[src/rtl/unpool_upsample2x_if.sv]
// Pixel stream bundle: valid/ready handshake, pixel data and end-of-frame marker.
interface unpool_upsample2x_if #(
  parameter int unsigned DataW = 32
) ();
  logic             valid;
  logic             ready;
  logic [DataW-1:0] data;
  logic             last;

  modport master (output valid, output data, output last, input ready);
  modport slave  (input valid, input data, input last, output ready);
endinterface

[src/rtl/unpool_upsample2x.sv]
// Nearest-neighbour 2x upsampler: each input pixel becomes a 2x2 block of the output raster.
// Even output rows are emitted straight from a hold register while the row is captured into a
// row buffer; the odd output row is then replayed from that buffer.
module unpool_upsample2x #(
  parameter int unsigned In_d_W = 32,
  parameter int unsigned W_IN   = 13,
  parameter int unsigned H_IN   = 13
) (
  input logic                  iClk,
  input logic                  iRsn,
  unpool_upsample2x_if.slave   in_if,
  unpool_upsample2x_if.master  out_if
);

  localparam int unsigned ColW = $clog2(W_IN);
  localparam int unsigned RowW = (H_IN > 1) ? $clog2(H_IN) : 1;
  localparam logic [ColW-1:0] ColLast = ColW'(W_IN - 1);
  localparam logic [RowW-1:0] RowLast = RowW'(H_IN - 1);

  typedef enum logic [1:0] {StIdle, StDup, StRep} state_e;

  state_e              state_q, state_d;
  logic [ColW-1:0]     in_col_q, in_col_d;
  logic [RowW-1:0]     in_row_q, in_row_d;
  logic [ColW-1:0]     rep_col_q, rep_col_d;
  logic                beat_q, beat_d;
  logic [In_d_W-1:0]   hold_q, hold_d;
  logic [In_d_W-1:0]   rowbuf_q [W_IN];

  logic                wr_en;
  logic                in_ready;
  logic                out_valid;
  logic [In_d_W-1:0]   out_data;

  // Next-state, counters and output decode; outputs depend on state only.
  always_comb begin
    state_d   = state_q;
    in_col_d  = in_col_q;
    in_row_d  = in_row_q;
    rep_col_d = rep_col_q;
    beat_d    = beat_q;
    hold_d    = hold_q;
    wr_en     = 1'b0;
    in_ready  = 1'b0;
    out_valid = 1'b0;
    out_data  = '0;
    case (state_q)
      StIdle: begin
        in_ready = 1'b1;
        if (in_if.valid) begin
          hold_d  = in_if.data;
          wr_en   = 1'b1;
          beat_d  = 1'b0;
          state_d = StDup;
        end
      end
      StDup: begin
        out_valid = 1'b1;
        out_data  = hold_q;
        if (out_if.ready) begin
          if (!beat_q) begin
            beat_d = 1'b1;
          end else begin
            beat_d = 1'b0;
            if (in_col_q != ColLast) begin
              in_col_d = in_col_q + ColW'(1);
              state_d  = StIdle;
            end else begin
              // Row captured: replay follows with no idle cycle in between.
              in_col_d  = '0;
              rep_col_d = '0;
              state_d   = StRep;
            end
          end
        end
      end
      StRep: begin
        out_valid = 1'b1;
        out_data  = rowbuf_q[rep_col_q];
        if (out_if.ready) begin
          beat_d = ~beat_q;
          if (beat_q) begin
            if (rep_col_q != ColLast) begin
              rep_col_d = rep_col_q + ColW'(1);
            end else begin
              in_row_d = (in_row_q == RowLast) ? '0 : in_row_q + RowW'(1);
              state_d  = StIdle;
            end
          end
        end
      end
      default: state_d = StIdle;
    endcase
  end

  // Control state and hold register.
  always_ff @(posedge iClk or negedge iRsn) begin
    if (!iRsn) begin
      state_q   <= StIdle;
      in_col_q  <= '0;
      in_row_q  <= '0;
      rep_col_q <= '0;
      beat_q    <= 1'b0;
      hold_q    <= '0;
    end else begin
      state_q   <= state_d;
      in_col_q  <= in_col_d;
      in_row_q  <= in_row_d;
      rep_col_q <= rep_col_d;
      beat_q    <= beat_d;
      hold_q    <= hold_d;
    end
  end

  // Row buffer; contents are don't-care after reset so it needs no reset.
  always_ff @(posedge iClk) begin
    if (wr_en) begin
      rowbuf_q[in_col_q] <= in_if.data;
    end
  end

  // Ready is forced low while reset is asserted.
  assign in_if.ready  = in_ready & iRsn;
  assign out_if.valid = out_valid;
  assign out_if.data  = out_data;
  assign out_if.last  = (state_q == StRep) & beat_q & (rep_col_q == ColLast) &
                        (in_row_q == RowLast);

endmodule

[src/flat_wrapper.sv]
// flat-port wrapper written by rule: the top's interface ports become plain ports
module unpool_upsample2x_flat 
#(
  parameter int unsigned In_d_W = 32,
  parameter int unsigned W_IN   = 13,
  parameter int unsigned H_IN   = 13
)
  (iClk, iRsn, in_if_valid, in_if_data, in_if_last, in_if_ready, out_if_valid, out_if_data, out_if_last, out_if_ready);
  unpool_upsample2x_if #(.DataW(32)) in_if_i ();
  unpool_upsample2x_if #(.DataW(32)) out_if_i ();
  input logic iClk;
  input logic iRsn;
  input wire logic [$bits(in_if_i.valid)-1:0] in_if_valid;
  input wire logic [$bits(in_if_i.data)-1:0] in_if_data;
  input wire logic [$bits(in_if_i.last)-1:0] in_if_last;
  output wire logic [$bits(in_if_i.ready)-1:0] in_if_ready;
  output wire logic [$bits(out_if_i.valid)-1:0] out_if_valid;
  output wire logic [$bits(out_if_i.data)-1:0] out_if_data;
  output wire logic [$bits(out_if_i.last)-1:0] out_if_last;
  input wire logic [$bits(out_if_i.ready)-1:0] out_if_ready;
  assign in_if_i.valid = in_if_valid;
  assign in_if_i.data = in_if_data;
  assign in_if_i.last = in_if_last;
  assign in_if_ready = in_if_i.ready;
  assign out_if_valid = out_if_i.valid;
  assign out_if_data = out_if_i.data;
  assign out_if_last = out_if_i.last;
  assign out_if_i.ready = out_if_ready;
  unpool_upsample2x #(.In_d_W(In_d_W), .W_IN(W_IN), .H_IN(H_IN)) u_core (.iClk(iClk), .iRsn(iRsn), .in_if(in_if_i), .out_if(out_if_i));
endmodule
[config.mk]
export PLATFORM = sky130hd
export DESIGN_NAME = unpool_upsample2x_flat
export DESIGN_NICKNAME = d
export VERILOG_FILES = /design/src/rtl/unpool_upsample2x_if.sv /design/src/rtl/unpool_upsample2x.sv /design/src/flat_wrapper.sv
export SDC_FILE = /design/constraint.sdc
export NUM_CORES = 1
export LEC_CHECK = 0
export ABC_AREA = 0
export BUFFER_PORTS_ARGS = -buffer_cell sky130_fd_sc_hd__clkbuf_2
export CELL_PAD_IN_SITES_DETAIL_PLACEMENT = 0
export CELL_PAD_IN_SITES_GLOBAL_PLACEMENT = 1
export CORE_MARGIN = 2
export CORE_UTILIZATION = 49
export CTS_BUF_LIST = sky130_fd_sc_hd__clkbuf_4 sky130_fd_sc_hd__clkbuf_8
export CTS_CLUSTER_SIZE = 40
export DETAILED_ROUTE_END_ITERATION = 8
export GPL_ROUTABILITY_DRIVEN = 1
export PLACE_DENSITY_LB_ADDON = 0.1
export SLEW_MARGIN = 30
export SYNTH_ARGS = -nofsm -noshare
export SYNTH_HDL_FRONTEND = slang
export SYNTH_SLANG_ARGS = --single-unit
[constraint.sdc]
create_clock -name iClk -period 3.8 [get_ports iClk]
set_clock_uncertainty 0.15 [all_clocks]
set_input_delay 0.57 -clock iClk [delete_from_list [all_inputs] [get_ports iClk]]
set_output_delay 0.57 -clock iClk [all_outputs]
set_load 0.01 [all_outputs]
==> results.ini <==
[placed_design]
dp.final_hpwl_mm=23.0
gp_congestion=0.714
io_buffer_count=70

[yosys]
syn_nets=1205
ys_types=44
synth_compound_area_share_pct=6.98
synth-edff-count=416
yosys.area_share.simple_pct=3.94
synth_ff_type=edfxtp_1
synth_warnings=0
synth_xor_area_share_pct=0
synth_area_leader_cell=edfxtp_1
syn-cell-area_um2=18600
synth_common_cells=edfxtp_1, mux2i_1, nand2_1
synth_top_family_by_area=multiplexers
ys_top_cells_by_area=edfxtp_1, mux2i_1, dfrtp_1, mux2_2, nand2_1
synthCells=1155
yosysMostFrequentCell=edfxtp_1
seq_area_frac_synth_pct=73.5
synthAdderAreaFrac_pct=0.874
syn_area_per_cell_um2=16.1
async_flop_share_pct=10.2
synthMuxAreaShare_pct=12.6
synth_seq_cells=463
synth_top_cell_area_share_pct=67.2

[clock_tree]
clk_pin_slew_worst_paths_ps=60
numCtsBuffers=77
cts-root-buf=clkbuf_8
cts_tree=done
holdBufCountCts=0
htree_levels=3
clock-sinks=463
clockBufferDepth=3
clkLatencyLatePin_ps=610

[drt]
drtIter0Drc=686
vias_per_cell=5.55
drt_pass1_iterations=5
dr_total_vias=10300
drc=0
wire_per_inst_um=23.0
routed_wl_mm=42.7
detail-route-antenna-nets=0

[finish]
area_growth_pct=14.4
fin_nets=1333
finalCoreUtilization_pct=56.8
drive_above_1_share_pct=23.6

[grt]
antenna_found_initial=1
grt_usage_pct=22.1
grt_pass1_wl_mm=63.1
grt_max_degree=69
grt_pass1_vias=10300
gr-total-overflow=0

[floorplanning]
die_y_um=199
io_pins=72
fp-row-count=71
dieArea_um2=39500
core_um2=37500
die_w_um=199
start_util_pct=49.6

[critical_path]
r2r_start=u_core.state_q[0]
required_ps=3080
cp-end-kind=output pin
crit_fanout=19
criticalPathCategory=reg2out
worstRegToRegCells=7
worstSetupEndpoint=out_if_data[22]
r2r_end=u_core.rowbuf_q[1][27]
cp.arrival_ps=2940
cp-startpoint=u_core.state_q[0]
r2r_slack_ps=880
start_kind=flop

[sta]
fin_tns_setup_ps=0
worst_slew_pin_slew_ps=998
setup_viol=0
period_needed_ps=3660
final_hold_viol_count=0
max-slew-margin-rel_pct=33.4
slew_viol_final=0
rsz0062_at_grt=no
finalCritPeriodShare_pct=96.2
fmax_ghz=0.273

[pwr]
p_per_area_nw_per_um2=580
power_frac_clock_pct=35.1
intPower_mw=9.08
power_frac_comb_pct=14.8
seqPwrFrac_pct=50.1
fin_total_pwr_mw=12.3
leakage_nw=6.95
power.switching_mw=3.26
swShare_pct=26.4
peakVddDrop_v=0.000351

[run]
cap_viol_max_count=0

[min_path]
hold_path_class=in2async

[run_status]
status=completed

-- timing repair --
item,CTS,global route
endpoints found under the setup margin,0,3
buffers inserted,0,1
gates resized for setup,0,0
-- placed cells by master, fill, tap and decap left out, types with 3 or more instances in the layout --
cell type	Yosys	final
mux2i_1	181	181
o21ai_0	37	37
clkinvlp_4	0	3
o221ai_1	8	8
clkbuf_8	0	83
edfxtp_1	416	416
a21oi_1	61	61
a22oi_1	25	25
nor3_1	4	4
mux4_2	7	7
a21boi_0	8	8
nand3_1	8	8
a2bb2oi_1	7	7
inv_1	14	14
nor2_1	30	29
nand2_1	99	98
ha_1	13	13
o21ai_1	20	20
and2_2	0	13
o211ai_1	32	32
clkinv_2	0	10
dfrtp_1	47	44
buf_4	11	37
nor3b_1	3	3
clkbuf_4	0	39
mux2_2	34	34
buf_12	0	8
clkinv_1	0	5
clkbuf_2	1	70
-- kinds of logic (layout without fill, tap and decap cells) --
logic type,count (synthesis),count (layout)
and+or+nand+nor,169,169
other,0,1
AOI/OAI and AO/OA,208,208
muxes,222,222
DFF,463,463
adders and majority gates,13,13
buffers and inverters,80,270
-- power by group through the flow --
| stage | Sequential, mW | Combinational, mW | Clock [mW] |
|---|---|---|---|
| global placement | 6.27 | 1.83 | 0 |
| CTS | 6.18 | 1.86 | 4.44 |
| global route | 6.23 | 2.01 | 4.68 |
| finish | 6.18 | 1.83 | 4.33 |
| floorplan | 6.24 | 1.09 | 0 |
| detailed placement | 6.28 | 1.86 | 0 |
-- flip-flops by register name, indices dropped and copies added (netlist names) --
| register | count |
|---|---|
| u_core.state_q | 2 |
| u_core.in_col_q | 4 |
| u_core.beat_q | 1 |
| u_core.rowbuf_q | 416 |
| u_core.rep_col_q | 4 |
| u_core.hold_q | 32 |
| u_core.in_row_q | 4 |
-- worst max-delay path, stage by stage (launching register included) --
cell	delay, ps
dfrtp_1	390
inv_1	100
ha_1	430
and2_2	640
buf_4	370
nand2_1	80
o21ai_1	120
clkbuf_2	170
-- metal layers --
| metal | track usage [%] | vias to the layer above | wire length (µm) |
|---|---|---|---|
| li1 | - | 4717 | - |
| met1 | 30.9 | 5278 | 19700 |
| met2 | 35.5 | 253 | 20300 |
| met3 | 4.37 | 50 | 2170 |
| met4 | 6.05 | 0 | 590 |
| met5 | 0 | - | 0 |
-- layout make-up --
| type | instances | area (µm²) |
|---|---|---|
| inverters | 14 | 52.6 |
| clock buffers | 122 | 1440 |
| well taps | 511 | 639 |
| fillers | 3045 | 16200 |
| multi-input cells | 612 | 4590 |
| repair buffers | 115 | 788 |
| flip-flops and latches | 463 | 13700 |
| clock inverters | 19 | 100 |
| diodes | 1 | 2.50 |
-- worst min-delay path by stage --
stage	start	end	slack [ps]	depth (start not counted)
2_1_floorplan	iRsn	u_core.beat_q	120	0
3_3_place_gp	u_core.hold_q[11]	u_core.hold_q[11]	340	1
3_5_place_dp	u_core.hold_q[3]	u_core.hold_q[3]	340	1
4_1_cts	iRsn	u_core.hold_q[9]	70	2
5_1_grt	iRsn	u_core.hold_q[22]	100	2
6_report	iRsn	u_core.hold_q[25]	50	2
-- through the flow --
step | hold slack, ps | cells | area [µm²] | worst slack (ps)
floorplan | 124 | 1155 | 18600 | 816
CTS | 67.7 | 1855 | 21300 | 67.3
global placement | 337 | 1714 | 19700 | 766
global route | 97.0 | 1856 | 21300 | 4.38
detailed placement | 342 | 1714 | 19700 | 746
finish | 48.9 | 1857 | 21300 | 144
Power figures use the tool's default switching activity.
